File: src/rtl/fft_scale_ctrl_if.sv
// Scaling-controller bus: frame control, stage-output monitor tap and scaling results.
interface fft_scale_ctrl_if #(
    parameter int unsigned DATA_W = 16,
    parameter int unsigned SH_W   = 2,
    parameter int unsigned EXP_W  = 5
);
    logic                  frame_start;
    logic                  mon_valid;
    logic [2*DATA_W-1:0]   mon_data;
    logic                  stage_last;
    logic [SH_W-1:0]       shift_amt;
    logic                  shift_vld;
    logic [EXP_W-1:0]      blk_exp;
    logic                  busy;
    logic                  frame_done;
    logic                  ovf_err;

    modport master (
        output frame_start, mon_valid, mon_data, stage_last,
        input  shift_amt, shift_vld, blk_exp, busy, frame_done, ovf_err
    );

    modport slave (
        input  frame_start, mon_valid, mon_data, stage_last,
        output shift_amt, shift_vld, blk_exp, busy, frame_done, ovf_err
    );
endinterface

File: src/rtl/fft_scale_ctrl.sv
// Block-floating-point scaling controller: tracks per-stage minimum sign headroom and
// decides the next stage's right-shift while accumulating the frame block exponent.
module fft_scale_ctrl #(
    parameter int unsigned DATA_W     = 16,
    parameter int unsigned NUM_STAGES = 10,
    parameter int unsigned GUARD      = 2,
    parameter int unsigned MAX_SHIFT  = 2,
    parameter int unsigned EXP_W      = 5
) (
    input  logic             clk,
    input  logic             rst,
    fft_scale_ctrl_if.slave  ctrl_io
);
    localparam int unsigned SH_W  = $clog2(MAX_SHIFT + 1);
    localparam int unsigned HR_W  = $clog2(DATA_W);
    localparam int unsigned CNT_W = $clog2(NUM_STAGES + 1);

    typedef logic [HR_W-1:0] hr_t;
    localparam hr_t HrMax = hr_t'(DATA_W - 1);

    typedef enum logic [1:0] {StIdle, StRun, StUpdate, StDone} state_e;

    // Number of bits below the MSB that repeat the sign, stopping at the first difference.
    function automatic hr_t comp_hr(input logic [DATA_W-1:0] x);
        hr_t  n;
        logic run;
        n   = '0;
        run = 1'b1;
        for (int i = int'(DATA_W) - 2; i >= 0; i--) begin
            if (run && (x[i] == x[DATA_W-1])) n = n + hr_t'(1);
            else                              run = 1'b0;
        end
        return n;
    endfunction

    state_e            state_q, state_d;
    hr_t               min_hr_q, min_hr_d;
    logic [CNT_W-1:0]  stage_cnt_q, stage_cnt_d;
    logic [SH_W-1:0]   shift_amt_q, shift_amt_d;
    logic [EXP_W-1:0]  blk_exp_q, blk_exp_d;
    logic              ovf_q, ovf_d;
    logic              shift_vld_q, shift_vld_d;

    hr_t               hr_re, hr_im, samp_hr;
    logic [SH_W-1:0]   dec_s;
    logic [EXP_W:0]    exp_sum;
    logic              exp_sat;
    int                hr_deficit;

    // Sample headroom, stage decision and saturating exponent sum.
    always_comb begin
        hr_re      = comp_hr(ctrl_io.mon_data[2*DATA_W-1:DATA_W]);
        hr_im      = comp_hr(ctrl_io.mon_data[DATA_W-1:0]);
        samp_hr    = (hr_re < hr_im) ? hr_re : hr_im;
        hr_deficit = int'(GUARD) - int'(min_hr_q);
        if (hr_deficit <= 0)                   dec_s = '0;
        else if (hr_deficit > int'(MAX_SHIFT)) dec_s = SH_W'(MAX_SHIFT);
        else                                   dec_s = SH_W'(hr_deficit);
        exp_sum = {1'b0, blk_exp_q} + (EXP_W+1)'(dec_s);
        exp_sat = exp_sum[EXP_W];
    end

    // Next-state logic; frame_start overrides every other event.
    always_comb begin
        state_d     = state_q;
        min_hr_d    = min_hr_q;
        stage_cnt_d = stage_cnt_q;
        shift_amt_d = shift_amt_q;
        blk_exp_d   = blk_exp_q;
        ovf_d       = ovf_q;
        shift_vld_d = 1'b0;
        if (ctrl_io.frame_start) begin
            state_d     = StRun;
            min_hr_d    = HrMax;
            stage_cnt_d = '0;
            shift_amt_d = '0;
            blk_exp_d   = '0;
            ovf_d       = 1'b0;
        end else begin
            unique case (state_q)
                StIdle: ;
                StRun: begin
                    if (ctrl_io.mon_valid) begin
                        if (samp_hr < min_hr_q) min_hr_d = samp_hr;
                        if (ctrl_io.stage_last) state_d = StUpdate;
                    end
                end
                StUpdate: begin
                    shift_amt_d = dec_s;
                    blk_exp_d   = exp_sat ? {EXP_W{1'b1}} : exp_sum[EXP_W-1:0];
                    if (exp_sat) ovf_d = 1'b1;
                    shift_vld_d = 1'b1;
                    stage_cnt_d = stage_cnt_q + CNT_W'(1);
                    // A sample in this cycle already belongs to the next stage.
                    min_hr_d    = ctrl_io.mon_valid ? samp_hr : HrMax;
                    state_d     = (stage_cnt_q == CNT_W'(NUM_STAGES - 1)) ? StDone : StRun;
                end
                StDone:  state_d = StIdle;
                default: state_d = StIdle;
            endcase
        end
    end

    // State and result registers.
    always_ff @(posedge clk or posedge rst) begin
        if (rst) begin
            state_q     <= StIdle;
            min_hr_q    <= HrMax;
            stage_cnt_q <= '0;
            shift_amt_q <= '0;
            blk_exp_q   <= '0;
            ovf_q       <= 1'b0;
            shift_vld_q <= 1'b0;
        end else begin
            state_q     <= state_d;
            min_hr_q    <= min_hr_d;
            stage_cnt_q <= stage_cnt_d;
            shift_amt_q <= shift_amt_d;
            blk_exp_q   <= blk_exp_d;
            ovf_q       <= ovf_d;
            shift_vld_q <= shift_vld_d;
        end
    end

    assign ctrl_io.shift_amt  = shift_amt_q;
    assign ctrl_io.shift_vld  = shift_vld_q;
    assign ctrl_io.blk_exp    = blk_exp_q;
    assign ctrl_io.ovf_err    = ovf_q;
    assign ctrl_io.busy       = (state_q != StIdle);
    assign ctrl_io.frame_done = (state_q == StDone);
endmodule

File: src/flat_wrapper.sv
// flat-port wrapper written by rule: the top's interface ports become plain ports
module fft_scale_ctrl_flat 
#(
    parameter int unsigned DATA_W     = 16,
    parameter int unsigned NUM_STAGES = 10,
    parameter int unsigned GUARD      = 2,
    parameter int unsigned MAX_SHIFT  = 2,
    parameter int unsigned EXP_W      = 5
)
  (clk, rst, ctrl_io_frame_start, ctrl_io_mon_valid, ctrl_io_mon_data, ctrl_io_stage_last, ctrl_io_shift_amt, ctrl_io_shift_vld, ctrl_io_blk_exp, ctrl_io_busy, ctrl_io_frame_done, ctrl_io_ovf_err);
  fft_scale_ctrl_if #(.DATA_W(DATA_W), .SH_W((2)), .EXP_W(EXP_W)) ctrl_io_i ();
  input  logic clk;
  input  logic rst;
  input wire logic [$bits(ctrl_io_i.frame_start)-1:0] ctrl_io_frame_start;
  input wire logic [$bits(ctrl_io_i.mon_valid)-1:0] ctrl_io_mon_valid;
  input wire logic [$bits(ctrl_io_i.mon_data)-1:0] ctrl_io_mon_data;
  input wire logic [$bits(ctrl_io_i.stage_last)-1:0] ctrl_io_stage_last;
  output wire logic [$bits(ctrl_io_i.shift_amt)-1:0] ctrl_io_shift_amt;
  output wire logic [$bits(ctrl_io_i.shift_vld)-1:0] ctrl_io_shift_vld;
  output wire logic [$bits(ctrl_io_i.blk_exp)-1:0] ctrl_io_blk_exp;
  output wire logic [$bits(ctrl_io_i.busy)-1:0] ctrl_io_busy;
  output wire logic [$bits(ctrl_io_i.frame_done)-1:0] ctrl_io_frame_done;
  output wire logic [$bits(ctrl_io_i.ovf_err)-1:0] ctrl_io_ovf_err;
  assign ctrl_io_i.frame_start = ctrl_io_frame_start;
  assign ctrl_io_i.mon_valid = ctrl_io_mon_valid;
  assign ctrl_io_i.mon_data = ctrl_io_mon_data;
  assign ctrl_io_i.stage_last = ctrl_io_stage_last;
  assign ctrl_io_shift_amt = ctrl_io_i.shift_amt;
  assign ctrl_io_shift_vld = ctrl_io_i.shift_vld;
  assign ctrl_io_blk_exp = ctrl_io_i.blk_exp;
  assign ctrl_io_busy = ctrl_io_i.busy;
  assign ctrl_io_frame_done = ctrl_io_i.frame_done;
  assign ctrl_io_ovf_err = ctrl_io_i.ovf_err;
  fft_scale_ctrl #(.DATA_W(DATA_W), .NUM_STAGES(NUM_STAGES), .GUARD(GUARD), .MAX_SHIFT(MAX_SHIFT), .EXP_W(EXP_W)) u_core (.clk(clk), .rst(rst), .ctrl_io(ctrl_io_i));
endmodule
File: config.mk
export PLATFORM = sky130hd
export DESIGN_NAME = fft_scale_ctrl_flat
export DESIGN_NICKNAME = d
export VERILOG_FILES = /design/src/rtl/fft_scale_ctrl_if.sv /design/src/rtl/fft_scale_ctrl.sv /design/src/flat_wrapper.sv
export SDC_FILE = /design/constraint.sdc
export NUM_CORES = 1
export LEC_CHECK = 0
export CAP_MARGIN = 0
export CORE_UTILIZATION = 62
export CTS_BUF_LIST = sky130_fd_sc_hd__clkbuf_16
export CTS_CLUSTER_DIAMETER = 80
export DETAILED_ROUTE_END_ITERATION = 6
export MAX_ROUTING_LAYER = met4
export PLACE_DENSITY = 0.89
export SLEW_MARGIN = 20
export SYNTH_ARGS = -nofsm -noshare
export SYNTH_HDL_FRONTEND = slang
export SYNTH_SLANG_ARGS = --single-unit
File: constraint.sdc
create_clock -name clk -period 3.2 [get_ports clk]
set_input_delay 0.96 -clock clk [delete_from_list [all_inputs] [get_ports clk]]
set_output_delay 0.96 -clock clk [all_outputs]
set_load 0.02 [all_outputs]
==> results of run 1 <==
==> cells by family after synthesis <==
| kind of cell | Yosys count | synth area share, % |
|---|---|---|
| AND/OR/NAND/NOR | 215 | 28.8 |
| adder cells (fa/ha/maj) | 39 | 13.1 |
| buffers and inverters | 51 | 5.51 |
| AO/OA/AOI/OAI | 131 | 24.4 |
| XOR/XNOR | 41 | 10.3 |
| flip-flops | 19 | 12.7 |
| multiplexers | 18 | 5.28 |
==> per-stage QoR <==
stage	hold WS, ns	util, %
floorplan	0.474	-
global placement	0.487	91.9
detailed placement	0.544	91.9
==> synth_stat cells (7+ instances only) <==
master	instances
o22ai_1	9
nand2_1	59
and2_1	10
nand4_1	7
xor2_1	15
nor2b_1	15
and3_1	7
nand2b_1	11
inv_1	36
mux2i_1	11
nand3_1	15
ha_1	38
o21ai_0	27
a21oi_1	24
nor2_1	49
dfrtp_1	15
xnor2_1	22
nor3_1	15
clkbuf_1	8
==> results by group, run 1 <==
Outcome
  • Status: did not finish
  • Last stage: clock tree synthesis (4_1_cts)
  • Error msg: [ERROR DPL-0033] detailed placement checks failed during check placement.

Floorplanning
  • Die height: approximately 80 um
  • Row cnt: 28
  • Initial core utilization: ~64%
  • Boundary pin count: 48
  • Die X: approximately 80 um

Clocking
  • Post-CTS Setup Bufs: 12
  • Resized cells post-CTS: 52
  • Clk root buf: clkbuf_16
  • Deepest clock path buffer count: 2
  • Cts hold-fix bufs: 0
  • Clock net sink count: 19
  • CTS buffer count: 3
  • Htree depth: 1

Logic synthesis
  • Area contributors post-synth: ha_1, dfrtp_1, nand2_1
  • Synth cell types: between 70 and 80
  • EDFF count, synth: 0
  • Asr flop ratio synth: 100%
  • Main synth FF type: dfrtp_1
  • Ys Warns: 0
  • Post-Syn Area: between 0.003 and 0.004 sq mm
  • Net Count, Synth: a little under 600
  • Cell taking the most area after synthesis: ha_1
  • Syn Inst Count: approximately 510
  • Top cell type's share of synthesized area: 12.5%
  • Fraction of the yosys area taken by sequential cells: about an eighth
  • Syn_area_per_cell: around 7.4 sq um
  • Seq cells post-synth: 19

Placement
  • Hpwl dp: between 10,000 and 15,000 um
  • GP Congestion: approximately 0.9
  • I/O Buffers: 47
  • Placed Instance Area: ~0.0054 sq mm
  • Post-place setup slack: -7.99 ns
  • Placed cell count: between 700 and 800
==> run 2, diff against run 1 <==
Settings changed: CORE_UTILIZATION 62 to 40, CTS_BUF_LIST sky130_fd_sc_hd__clkbuf_16 to default, CTS_CLUSTER_DIAMETER 80 to default, MAX_ROUTING_LAYER met4 to default, PLACE_DENSITY 0.89 to default, PLACE_DENSITY_LB_ADDON from default to 0.15.
==> run 2 against run 1 <==
  * The flow now finishes, with violations (setup timing)
  * Area after synthesis did not move
  * Synthesized cell count unchanged
==> results by group, run 2 <==
Outcome
  • Status: finished with violations
  • Violated checks: setup timing

Floorplanning
  • Boundary pin count: 48
  • Row cnt: 35
  • Die area: roughly 0.01 sq mm
  • Core footprint: 0.00920 sq mm
  • Initial core utilization: approximately 41%
  • Die X: 99.4 um
  • Die height: 99.4 um

Logic synthesis
  • Area contributors post-synth: ha_1, dfrtp_1, nand2_1
  • Post-Syn Area: ~0.0038 sq mm
  • Post-synth top cells: nand2_1, nor2_1, ha_1
  • Syn_area_per_cell: 7.38 sq um
  • Synth cell types: 76
  • Fraction of the yosys area taken by sequential cells: between 10 and 15%
  • Cell taking the most area after synthesis: ha_1
  • Seq cells post-synth: 19
  • EDFF count, synth: 0
  • Syn Inst Count: approximately 510
  • Ys Warns: 0
  • Main synth FF type: dfrtp_1
  • Top-count cell post-synth: nand2_1
  • Asr flop ratio synth: 100%
  • Top cell type's share of synthesized area: 12.5%
  • Net Count, Synth: 590

STA
  • Max Transition Viols Final: 0
  • Final worst slack: -6.85 ns
  • Worst slew pin tran: 0.744 ns
  • F_max: ~0.1 GHz
  • Minimum clock period: ~10 ns
  • Rel. slew slack: 50.4%
  • Clock skew: a little under 0.007 ns
  • Final critical-path share of the clock period: 314%
  • Final Setup Violations: 4
  • WHS: 0.527 ns
  • RSZ-0062 raised after global routing: yes
  • Final hold violations: 0
  • Post-route setup TNS: -27.19 ns

Global routing
  • Global router's overall resource usage: a little under a quarter
  • Vias in the first global route: between 4,000 and 5,000
  • GRT overflow: 0
  • Largest net degree at the start of global routing: 38
  • First-pass GRT wire length: 19,300 um
  • Antenna violations before repair: 0

Clocking
  • Clk slew on worst S/H paths: about 0.080 ns
  • CTS buffer count: 3
  • Worst-Skew Late Latency: 0.26 ns
  • CTS tree: built
  • Htree depth: 1
  • Clock net sink count: 19
  • Clk root buf: clkbuf_8
  • Cts hold-fix bufs: 0
  • Deepest clock path buffer count: 2

Setup path
  • Crit-path max FO: 6
  • Critical path type: primary input to register
  • Critical Path RT: around 3.4 ns
  • Slowest cell on the critical path: or4_4
  • CP Capture Type: register
  • Critical Path AT: just over 10 ns
  • Most common cell on crit path: ha_4
  • CP peak stage delay: 0.52 ns
  • CP Launch Type: primary input

Finish
  • Util after Layout: roughly 68%
  • Commonest non-fill, non-tap cell in the layout: buf_4
  • N_diodes: 0
  • Area of the multi-input gates: between 0.003 and 0.004 sq mm
  • Max FFs per register: 5
  • Layout area overhead: 65.5%
  • Layout Nets: roughly 830
  • Layout cells sized above 1: around two fifths
  • Seq. cell area: around 480 sq um
  • Most frequent cells in the layout: buf_4, nand2_1, nor2_1
  • Fill count: 767

Drt
  • # DRC: 0
  • Detail Route Antenna Nets: 0
  • Via Count: ~4,500
  • Via density: about 5.2
  • WL final: 11,800 um
  • Pre-Repair DR Iteration Count: 4
  • Wire per inst: about 14 um
  • Initial DRC count: roughly 110

Hold path
  • Hold Path Class: register to register

Power and ir drop
  • Clock share of power: about an eighth
  • Logic pwr share: between 60% and 70%
  • Peak VDD IR: between 0.0001 and 0.00015 V
  • Sw power: approximately 0.51 mW
  • Sw Ratio: approximately 38%
  • Seq pwr share: about a fifth
  • Internal power: around 0.84 mW
  • PwrDens: approximately 210 mW/mm^2
  • Lkg Pwr: around 3 nW

Placement
  • GP Congestion: just under 0.8
  • Hpwl dp: roughly 7900 um
  • I/O Buffers: 47

Run
  • MaxCap Viol Count: 0
## run 2: layout make-up
cell class / instances / share of cell area, %
timing repair buffer: 253 / 32.4
clock buffer: 3 / 0.658
tap: 111 / 2.21
sequential: 19 / 7.65
clock inverter: 1 / 0.0797
multi-input combinational: 444 / 54.9
inverter: 36 / 2.15
## run 2: kinds of logic (layout without fill, tap and decap cells)
family	Yosys count	in the layout	share of synthesized area, %
simple gates	215	215	28.8
compound gates	131	131	24.4
buf+inv	51	293	5.51
xor+xnor	41	41	10.3
fa+ha+maj	39	39	13.1
flops	19	19	12.7
mux	18	18	5.28
## run 2: layer usage
metal / vias up / global-route usage, % / part of all wire [%]
met4: 0 / 6.45 / 2.6
met2: 85 / 45.1 / 53
met1: 2117 / 27.6 / 42
met5: - / 0 / 0
met3: 25 / 0.773 / 2.3
li1: 2321 / - / -
## run 2: repair_timing
item                                    4_1_cts  5_1_grt
endpoints found under the setup margin        4        4
resized for setup                            33       45
pin swaps                                    38       50
buffers inserted                             44       10
## run 2: path summary, 6_finish.rpt
path | from | endpoint | slack, ns | depth (start not counted)
max in group asynchronous | rst | u_core.state_q[1] | 1.61 | 2
worst min register to register | u_core.ctrl_io.shift_amt[1] | u_core.ctrl_io.shift_amt[1] | 0.53 | 2
min in group asynchronous | rst | u_core.ctrl_io.shift_vld | 1.12 | 2
worst max-delay path | ctrl_io_mon_data[14] | u_core.min_hr_q[1] | -6.85 | 56
worst min-delay path | u_core.ctrl_io.shift_amt[1] | u_core.ctrl_io.shift_amt[1] | 0.53 | 2
worst max register to register | u_core.min_hr_q[1] | u_core.ctrl_io.blk_exp[0] | 0.89 | 10
## run 2: through the flow
stage	total power [mW]	instances	instance area, sq um	worst slack, ns
floorplan	0.660	514	3900	-6.80
global placement	0.941	811	5560	-7.27
detailed placement	0.964	811	5560	-7.48
CTS	1.25	859	6000	-6.54
global route	1.44	867	6280	-7.17
finish	1.35	867	6280	-6.85
## run 2: worst max-delay path, delay by kind of cell
kind	cells	cell delay, ns
simple gates	13	1.73
xor+xnor	3	0.48
buf+inv	8	0.67
compound gates	17	2.62
fa+ha+maj	13	3.44
mux	2	0.34
## run 2: power groups by stage
stage          clock [mW]  combinational (mW)  sequential, mW
2_1_floorplan           0               0.385           0.274
3_3_place_gp            0               0.664           0.277
3_5_place_dp            0               0.685           0.278
4_1_cts             0.175               0.801           0.274
5_1_grt             0.184               0.978           0.277
6_report            0.172               0.900           0.274
No activity file was read; power rests on OpenSTA's default activity.
==> run 3, diff against run 2 <==
Settings changed: DONT_BUFFER_PORTS from default to 1.
==> run 3 against run 2 <==
  * The run still ends with setup timing left
  * Non-clock buffer count decreased by 115
  * Sequential cell count stayed put
  * Global-route usage fell by 4.2 points
  * Via count decreased by 13%
  * Final cell count is 13% lower
  * Fmax up 3.3%
  * First-iteration DRC count is 35% lower
  * Worst setup slack better by 0.32 ns
  * Critical endpoint is now u_core.min_hr_q[2]
==> results by group, run 3 (same netlist as run 2, synthesis figures left out) <==
Outcome
  • Status: finished with violations
  • Violated checks: setup timing

Finish
  • Layout Nets: between 700 and 800
  • Final Non-Filler Cells: roughly 750
  • Most frequent cells in the layout: buf_4, nand2_1, nor2_1
  • Commonest non-fill, non-tap cell in the layout: buf_4
  • Layout area overhead: 35.9%
  • Util after Layout: between 50% and 60%
  • N_diodes: 0
  • Max FFs per register: 5
  • Layout cells sized above 1: about a third

Setup path
  • Critical Path RT: ~3.4 ns
  • Critical path type: primary input to register
  • Reg-to-Reg Start: u_core.min_hr_q[0]
  • Crit-path max FO: 29
  • Reg2Reg Depth: 9
  • CP Capture Type: register
  • CP Launch Type: primary input
  • FF-to-FF setup slack: ~0.86 ns
  • Most common cell on crit path: ha_1
  • Crit Reg-Reg Endpoint: u_core.ctrl_io.blk_exp[4]
  • CP peak stage delay: ~0.52 ns
  • Critical Path AT: around 9.9 ns
  • Slowest cell on the critical path: or4_4

STA
  • Final Setup Violations: 4
  • Post-route setup TNS: -26.02 ns
  • Clock skew: between 0.002 and 0.003 ns
  • F_max: between 0.1 and 0.15 GHz
  • Final critical-path share of the clock period: 304%
  • RSZ-0062 raised after global routing: yes
  • Rel. slew slack: 42.7%
  • Final worst slack: -6.53 ns
  • Final hold violations: 0
  • Minimum clock period: approximately 10 ns
  • Worst slew pin tran: 0.857 ns
  • WHS: 0.519 ns
  • Max Transition Viols Final: 0

Drt
  • Initial DRC count: 72
  • Via density: around 5.2
  • # DRC: 0
  • WL final: roughly 9200 um
  • Pre-Repair DR Iteration Count: 4
  • Wire per inst: 12.3 um
  • Via Count: roughly 4,000
  • Detail Route Antenna Nets: 0

Floorplanning
  • Die height: about 99 um
  • Core footprint: 0.00920 sq mm
  • Die area: approximately 0.01 sq mm
  • Row cnt: 35
  • Initial core utilization: about two fifths
  • Boundary pin count: 48
  • Die X: roughly 100 um

Global routing
  • Antenna violations before repair: 0
  • Vias in the first global route: approximately 3,900
  • GRT overflow: 0
  • Largest net degree at the start of global routing: between 40 and 50
  • Global router's overall resource usage: a little under a fifth
  • First-pass GRT wire length: 16,100 um

Hold path
  • Hold Path Class: register to register
  • Worst Hold Depth: 2
  • Worst Hold End: u_core.min_hr_q[3]
  • Min-delay src: u_core.min_hr_q[3]

Run
  • MaxCap Viol Count: 0

Clocking
  • Htree depth: 1
  • Clk root buf: clkbuf_8
  • Cts hold-fix bufs: 0
  • CTS tree: built
  • Clk slew on worst S/H paths: approximately 0.070 ns
  • CTS buffer count: 3
  • Clock net sink count: 19
  • Deepest clock path buffer count: 2
  • Worst-Skew Late Latency: roughly 0.26 ns

Power and ir drop
  • Pwr Total: approximately 1.1 mW
  • PwrDens: approximately 210 mW/mm^2
  • Peak VDD IR: around 0.00013 V
  • Lkg Pwr: between 2 and 2.5 nW

Placement
  • Hpwl dp: 7450 um
  • GP Congestion: roughly 0.82
  • I/O Buffers: 0
  • Placed cell count: between 700 and 800
## run 3: cell count changes in the layout (fill, tap and decap cells not counted), moves of 2 or more
cell             change
inv_2                -2
nor3_1               +2
ha_4                 -2
nor3_2               -2
inv_1                +2
nor2_1               +3
nor2_4               -3
ha_1                 +2
clkdlybuf4s50_1     -42
buf_6                -7
buf_4               -64
nand2_4              -2
## run 3: report_power, final
group          internal (mW)  switching, mW  total [mW]
registers              0.260         0.0148       0.274
clock network         0.0866         0.0801       0.167
logic                  0.346          0.286       0.631
total                  0.692          0.381        1.07
## run 3: worst max-delay path, delay by kind of cell
| family | cells | cell delay (ns) |
|---|---|---|
| compound gates | 17 | 2.76 |
| fa+ha+maj | 13 | 3.49 |
| mux | 3 | 0.68 |
| simple gates | 7 | 1.01 |
| xor+xnor | 3 | 0.49 |
| buf+inv | 6 | 0.49 |
## run 3: final cells by class
cell class / instances / area (sq um)
inverter: 36 / 135
multi-input combinational: 444 / 3320
fill: 877 / 4040
clock buffer: 3 / 41.3
sequential: 19 / 480
tap: 111 / 139
clock inverter: 1 / 5.00
timing repair buffer: 138 / 1040
## run 3: how the worst max path moves through the flow
stage                    startpoint            endpoint  slack, ns  cells after the start
6_report       ctrl_io_mon_data[15]  u_core.min_hr_q[2]      -6.53                     49
5_1_grt        ctrl_io_mon_data[15]  u_core.min_hr_q[1]      -7.11                     53
4_1_cts        ctrl_io_mon_data[15]  u_core.min_hr_q[1]      -6.42                     54
3_5_place_dp   ctrl_io_mon_data[15]  u_core.min_hr_q[1]      -6.98                     50
3_3_place_gp   ctrl_io_mon_data[15]  u_core.min_hr_q[1]      -6.79                     50
2_1_floorplan  ctrl_io_mon_data[15]  u_core.min_hr_q[1]      -6.80                     55
## run 3: layer usage
layer / vias up / track usage, % / wire, um
met5: - / 0 / 0
met4: 0 / 2.38 / 38
met3: 4 / 1.19 / 166
met2: 36 / 36.8 / 4720
met1: 1815 / 23.3 / 4290
li1: 2092 / - / -
## run 3: repair_timing
action,in CTS,in global routing
pin swaps,37,15
gates cloned,0,0
hold endpoints to repair,0,0
endpoints found under the setup margin,4,4
resized for setup,11,16
buffers inserted,13,5
## run 3: stage by stage
stage	instance area [sq um]	worst slack [ns]
after detailed placement	4840	-6.98
after floorplan	3900	-6.80
after global placement	4840	-6.79
after CTS	5040	-6.42
final	5160	-6.53
after global routing	5160	-7.11
==> run 4, diff against run 3 <==
Settings changed: CTS_CLUSTER_DIAMETER from default to 120.
==> results of run 4 <==
Final layout, timing and power as in run 3 (identical DEF).
